**config.mk**
```make
export PLATFORM = sky130hd
export DESIGN_NAME = led_fade_driver
export DESIGN_NICKNAME = d
export VERILOG_FILES = /design/src/rtl/led_fade_driver.sv
export SDC_FILE = /design/constraint.sdc
export NUM_CORES = 1
export LEC_CHECK = 0
export ABC_AREA = 1
export CAP_MARGIN = 20
export CORE_ASPECT_RATIO = 1.4
export CORE_MARGIN = 2
export CORE_UTILIZATION = 39
export DETAILED_ROUTE_END_ITERATION = 6
export GPL_TIMING_DRIVEN = 0
export PLACE_DENSITY_LB_ADDON = 0.2
export SETUP_SLACK_MARGIN = 0.5
export SYNTH_ARGS = -nofsm -noshare
export SYNTH_HDL_FRONTEND = slang
export SYNTH_SLANG_ARGS = --single-unit
```
**constraint.sdc**
```tcl
create_clock -name clk -period 5.7 [get_ports clk]
set_input_delay 0.855 -clock clk [delete_from_list [all_inputs] [get_ports clk]]
set_output_delay 0.855 -clock clk [all_outputs]
set_load 0.05 [all_outputs]
```
**src/rtl/led_fade_driver.sv**
```systemverilog
// PWM output stage for the LED sequencer: each channel's brightness ramps toward
// its on/off target in fixed steps, so pattern changes appear as crossfades.
module led_fade_driver #(
    parameter int NUM_LED  = 4,
    parameter int PWM_BITS = 8,
    parameter int STEP     = 32,
    parameter int STEP_DIV = 2
) (
    input  logic               clk,
    input  logic               rst,
    input  logic               en,
    input  logic [NUM_LED-1:0] led_in,
    output logic [NUM_LED-1:0] led_out,
    output logic               busy
);

    localparam int PCNT_W = (STEP_DIV > 1) ? $clog2(STEP_DIV) : 1;

    localparam logic [PWM_BITS-1:0] MAX_V     = '1;
    localparam logic [PWM_BITS:0]   MAX_EXT   = {1'b0, MAX_V};
    localparam logic [PWM_BITS:0]   STEP_V    = (PWM_BITS+1)'(STEP);
    localparam logic [PCNT_W-1:0]   PCNT_LAST = PCNT_W'(STEP_DIV - 1);

    logic [PWM_BITS-1:0] cnt_q, cnt_d;
    logic [PCNT_W-1:0]   pcnt_q, pcnt_d;
    logic [NUM_LED-1:0]  led_in_q;
    logic [NUM_LED-1:0]  led_out_q, led_out_d;
    logic                busy_q, busy_d;
    logic [PWM_BITS-1:0] level_q [NUM_LED];
    logic [PWM_BITS-1:0] level_d [NUM_LED];
    logic [PWM_BITS:0]   up_sum  [NUM_LED];
    logic [PWM_BITS:0]   dn_diff [NUM_LED];
    logic                step_tick;

    assign step_tick = (cnt_q == MAX_V) && (pcnt_q == PCNT_LAST);

    // Disabling the driver parks both counters at zero so re-enable restarts a full period.
    always_comb begin
        cnt_d  = '0;
        pcnt_d = '0;
        if (en) begin
            cnt_d  = cnt_q + PWM_BITS'(1);
            pcnt_d = pcnt_q;
            if (cnt_q == MAX_V) begin
                pcnt_d = (pcnt_q == PCNT_LAST) ? '0 : pcnt_q + PCNT_W'(1);
            end
        end
    end

    // NOTE: every signal gets a default before any branch, otherwise always_comb infers a latch.
    always_comb begin
        busy_d    = 1'b0;
        led_out_d = '0;
        for (int i = 0; i < NUM_LED; i++) begin
            up_sum[i]  = {1'b0, level_q[i]} + STEP_V;
            dn_diff[i] = {1'b0, level_q[i]} - STEP_V;
            level_d[i] = level_q[i];
            if (!en) begin
                level_d[i] = '0;
            end else if (step_tick) begin
                // One extra bit lets both directions saturate instead of wrapping.
                if (led_in_q[i] && level_q[i] != MAX_V) begin
                    level_d[i] = (up_sum[i] > MAX_EXT) ? MAX_V : up_sum[i][PWM_BITS-1:0];
                end else if (!led_in_q[i] && level_q[i] != '0) begin
                    level_d[i] = dn_diff[i][PWM_BITS] ? '0 : dn_diff[i][PWM_BITS-1:0];
                end
            end
            if (level_d[i] != (led_in_q[i] ? MAX_V : '0)) begin
                busy_d = 1'b1;
            end
            // Full level bypasses the compare so the pin never blinks low at the wrap.
            led_out_d[i] = en && (level_q[i] == MAX_V || level_q[i] > cnt_q);
        end
    end

    // NOTE: state uses non-blocking assignments, and the level array is explicitly
    // cleared on reset because a mid-ramp reset must discard every channel's level.
    always_ff @(posedge clk) begin
        if (rst) begin
            cnt_q     <= '0;
            pcnt_q    <= '0;
            led_in_q  <= '0;
            led_out_q <= '0;
            busy_q    <= 1'b0;
            for (int i = 0; i < NUM_LED; i++) begin
                level_q[i] <= '0;
            end
        end else begin
            cnt_q     <= cnt_d;
            pcnt_q    <= pcnt_d;
            led_in_q  <= led_in;
            led_out_q <= led_out_d;
            busy_q    <= busy_d;
            for (int i = 0; i < NUM_LED; i++) begin
                level_q[i] <= level_d[i];
            end
        end
    end

    assign led_out = led_out_q;
    assign busy    = busy_q;

endmodule

```
* After elaboration in Yosys (flattened, before gate mapping) *
Memory sizes are Yosys's and may differ from the RTL's.
Cells that the tools add are included.

word-level totals
  RAM bits = 32
  word-level logic and storage cells = 108
  flip-flop bits (word level) = 18
  memories kept = 1
  output and inout bits = 5
  input port bits = 7

cells by class
  equal/unequal tests = 13
  $lt $le $gt $ge = 8
  bitwise gates (word level) = 5
  reduce and logical (&&, ||, !) cells = 26
  add/sub/neg operators = 10
  muxes and demuxes = 40

memory list
  memory   depth  bits a word  read ports  clocked after Yosys merged registers in  write ports  line  source
  level_q  4      8            4           0                                        4            29    logic [PWM_BITS-1:0] level_q [NUM_LED];

operator list
  cell                                                 count
  two-way mux 8 bit                                    32
  == test 8 bit (second input constant)                5
  adder 8 x 6 -> 9 bit (second input constant)         4
  > comparator 9 x 8 -> 1 bit (second input constant)  4
  subtractor 8 x 6 -> 9 bit (second input constant)    4
  > comparator 8 bit                                   4
  inequality test 8 bit                                4
  inequality test 8 bit (second input constant)        4
  nonzero test 8 bit                                   4
  logical AND 1 bit                                    13
  adder 8 x 1 -> 8 bit (second input constant)         1
  two-way mux 1 bit                                    8
  zero test 1 bit                                      4
  logical OR 1 bit                                     4
  bitwise OR 1 bit                                     4
  OR reduction 2 bit                                   1
  adder 1 bit (second input constant)                  1
  inverter 1 bit                                       1

* Depth between registers and ports, before layout *
  word-level depth = 11
  mapped depth = 18
  mapped depth without buffers = 18

* Worst setup path after synthesis *
Ideal clock, no wire load.

  kind = input port to flip-flop
  from = in en
  to = reg busy_q, in the netlist busy
  cell stages on the path = 12
  path slack = 3.554 ns
  buffers on the path = 2
  required time = 5.572 ns
  data arrival time = 2.018 ns
  setup time = 0.128 ns
  path through = buf_2 inv_1 clkbuf_1 a21oi_1 nand3_1 nand3_1 nor2_1 nand2_1 nand2_1 nand2_1 nor2_1 nor2_1

between the ends
  cells in the longest elaborated chain, start to end = 6
  elaborated cells between the ends (all ways) = 12
  classes of those cells = 4 x eq/ne; 8 x mux

ends and longest elaborated chain
  item                            line  source
  start, declared                 11    input logic en,
  two-way mux 8 bit               58    if (!en) begin
  inequality test 8 bit           68    if (level_d[i] != (led_in_q[i] ? MAX_V : '0)) begin
  two-way mux 1 bit (3 in a row)  68
  two-way mux 1 bit (*)           68
  end signal, assigned            93    busy_q <= busy_d;
  end, declared                   28    logic busy_q, busy_d;

Every way passes the cells marked *; elsewhere a longest branch is shown, timed or not.
A chain may end at the register's enable or synchronous reset.

* Worst setup path in the final report *
  from = in en
  to = reg led_out_q[0], in the netlist led_out[0]

between the ends
  cells in the longest elaborated chain, start to end = 1

ends and longest elaborated chain
  item                  line  source
  logical AND 1 bit     72    led_out_d[i] = en && (level_q[i] == MAX_V || level_q[i] > cnt_q);
  end signal, assigned  92    led_out_q <= led_out_d;
  end, declared         27    logic [NUM_LED-1:0] led_out_q, led_out_d;

Every way passes these cells.

==> run_results.csv <==
group,metric,value,unit
logic_synthesis,synth-seq-cells,50,
layout,finalInstanceArea,4550,um^2
worst_setup_path,critical_path.slowest_cell,"clkbuf_1",
layout,final_cell_mix,"nand2_1, nor2_1, inv_1, nand3_1, dfxtp_1",
run,max_cap_violations,0,
worst_setup_path,max_stage_delay,0.59,ns
cts,cts_root_buffer,"clkbuf_16",
worst_setup_path,critPathMaxFanout,10,
sta,finalHoldViolations,0,
worst_setup_path,cpLargestDelayFamily,"buffers and inverters",
drt,drt_drc_violations_left,0,
place,dp_worst_setup_slack,2.36,ns
global_routing,global_route.overflow_total,0,
floorplan,fp-row-count,44,
cts,cts_num_sinks,50,
drt,initialDrtViolationCount,225,
power_and_ir_drop,cellPowerDensity,161,nW/um^2
layout,mostFrequentLayoutCell,"nand2_1",
worst_setup_path,crit_arrival,3.15,ns
logic_synthesis,synthesis_warnings,0,
sta,finalWorstSetupSlack,2.69,ns
logic_synthesis,post_synth_instance_area,4140,um^2
worst_hold_path,hp-class,"reg2reg",
global_routing,antenna_found_initial,0,
drt,post_drt_via_cell_ratio,5.06,
floorplan,design.core.area,10300,um^2
place,dp_hpwl,9.03,mm
drt,postRouteAntennaNets,0,
drt,routed-via-count,4319,
layout,final_layout_size_suffix_gt1_frac,0.0336,
sta,slew_viols_final,0,
sta,clock-skew-final,0.00509,ns
sta,timing.setup.tns,0,ns
place,place.port_buffers,9,
cts,numCtsBuffers,5,
layout,nets,766,
floorplan,die_outline_area,11500,um^2
global_routing,grt_pass1_wl,20.1,mm
logic_synthesis,synthesis.instances,698,
worst_setup_path,setup.worst_path.end_class,"flop",
sta,transition_time_at_the_pin_with_the_least_slew_margin,0.713,ns
sta,timing.hold.ws,0.526,ns
power_and_ir_drop,ir_drop,0.000107,V
sta,fin_crit_sh,0.528,
logic_synthesis,synth_sequential_area_ratio,0.242,
global_routing,grt_use_total,0.218,
worst_setup_path,critical_path.cell_chain,"buf_2 -> inv_1 -> clkbuf_1 -> nor2_1 -> inv_1 -> clkbuf_1 -> a21oi_1",
logic_synthesis,postSynthNetCount,750,
cts,post-cts-setup-buffers,0,
layout,area_growth_syn_to_layout,10.0,%
worst_setup_path,worstSetupStartpointType,"primary input",
cts,clock_insertion_delay_at_the_later_pin_of_the_skew_report,0.30,ns
global_routing,vias_in_the_first_global_route,4237,
sta,finalSetupViolCount,0,
floorplan,floorplan.io_pins,12,
cts,h_tree_level_count,2,
floorplan,die_y,126,um
worst_setup_path,timing.critical_path.buf_inv,5,
worst_setup_path,crit_required,5.84,ns
cts,tritoncts_clock_tree,"yes",
place,dpl_cell_area,4400,um^2
layout,post-route-util,0.440,
drt,postRouteWirelength,11.9,mm
drt,post_drt_wl_per_cell,14.0,um
sta,max_freq,0.332,GHz
logic_synthesis,yosys.cell_types.count,30,
logic_synthesis,post_synthesis_mean_instance_area,5.93,um^2
sta,grt_setup_unrepaired,"false",
drt,drt_pass1_iterations,5,
global_routing,pin_count_of_the_biggest_net_entering_global_routing,16,
power_and_ir_drop,leakage,0.00219,uW
sta,tmin_final,3.01,ns
outcome,status,"finished, final reports clean",
sta,maxSlewHeadroom,0.524,
floorplan,initial_core_util,0.400,
cts,postCtsResizedCells,0,
cts,cts-root-to-sink-buffers,2,
cts,clk_transition_reported_paths,0.07,ns
floorplan,chipWidth,91.1,um
place,routabilityCongestion,0.912,
worst_setup_path,worst-setup-path-type,"in2reg",
cts,hold_buffers,0,
layout,antennaDiodeCount,0,
[final cells by class]
| class | instances | area (um^2) |
|---|---|---|
| buffer | 12 | 68.8 |
| multi-input combinational | 538 | 2700 |
| tap | 138 | 173 |
| fill | 1180 | 5800 |
| inverter | 98 | 369 |
| timing repair buffer | 9 | 90.1 |
| clock buffer | 6 | 139 |
| clock inverter | 2 | 12.5 |
| sequential | 50 | 1000 |
[sequential cells by signal, summed over array words and instances, names as in the netlist]
name	count
cnt_q	8
pcnt_q	1
led_out	4
busy	1
level_q	32
led_in_q	4
[worst min-delay path, delay by kind of cell (launching register included)]
| kind | cells | cell delay (ns) |
|---|---|---|
| flops | 1 | 0.34 |
| simple gates | 2 | 0.15 |
[per-layer routing]
| layer | vias to the layer above | track usage | part of all wire |
|---|---|---|---|
| met5 | - | 0 | 0 |
| met3 | 25 | 0.0281 | 0.041 |
| li1 | 2249 | - | - |
| met4 | 0 | 0.0927 | 0.028 |
| met1 | 1949 | 0.252 | 0.42 |
| met2 | 96 | 0.400 | 0.51 |
[through the flow]
| stage | power, uW | std cells |
|---|---|---|
| after floorplan | 400 | 698 |
| after global placement | 421 | 845 |
| after detailed placement | 421 | 845 |
| after CTS | 742 | 853 |
| after global routing | 762 | 853 |
| final | 733 | 853 |
[synthesized netlist by cell type]
master      n  area [um^2]
clkbuf_1    6         22.5
o211ai_1    4         30.0
o21ai_0    23          115
nor3_1      7         35.0
a21oi_1    46          230
buf_2       1         5.00
inv_2       2         7.51
nand3_1    66          330
nand2_2     1         6.26
ha_1       45          563
o21ai_1     1         5.00
buf_1       1         3.75
buf_4       2         15.0
inv_1      95          357
nand2_4     1         11.3
nand2_1   202          758
nor2_1    122          458
nor2_8      1         20.0
a31oi_1     1         6.26
buf_6       2         22.5
nand4_1     4         25.0
nand3_2     1         10.0
nand3b_1    5         37.5
o21a_1      1         7.51
nor2_2      3         18.8
dfxtp_1    50         1000
a21boi_0    2         15.0
clkinv_2    1         5.00
and2_1      1         6.26
nor2_4      1         11.3
[worst paths after layout]
path	from	endpoint	slack, ns	cells past startpoint
worst max-delay path	en	led_out[0]$_SDFF_PP0_	2.69	7
worst min-delay path	cnt_q[2]$_SDFF_PP0_	cnt_q[2]$_SDFF_PP0_	0.53	2
worst max register to register	cnt_q[0]$_SDFF_PP0_	busy$_SDFF_PP0_	3.06	17
worst min register to register	cnt_q[2]$_SDFF_PP0_	cnt_q[2]$_SDFF_PP0_	0.53	2
[where the power goes]
| part | total, uW | internal [uW] | switching (uW) |
|---|---|---|---|
| clock | 320 | 174 | 145 |
| combinational | 56.9 | 17.8 | 39.1 |
| sequential | 357 | 353 | 3.93 |
| total | 733 | 545 | 188 |
[kinds of logic after synthesis]
kind of cell             count (synthesis)  synth area share
AO/OA/AOI/OAI                           78            0.0989
adder cells (fa/ha/maj)                 45             0.136
buffers and inverters                  110             0.106
flip-flops                              50             0.242
AND/OR/NAND/NOR                        415             0.417
Note: power is estimated with default switching activity, not from simulation.
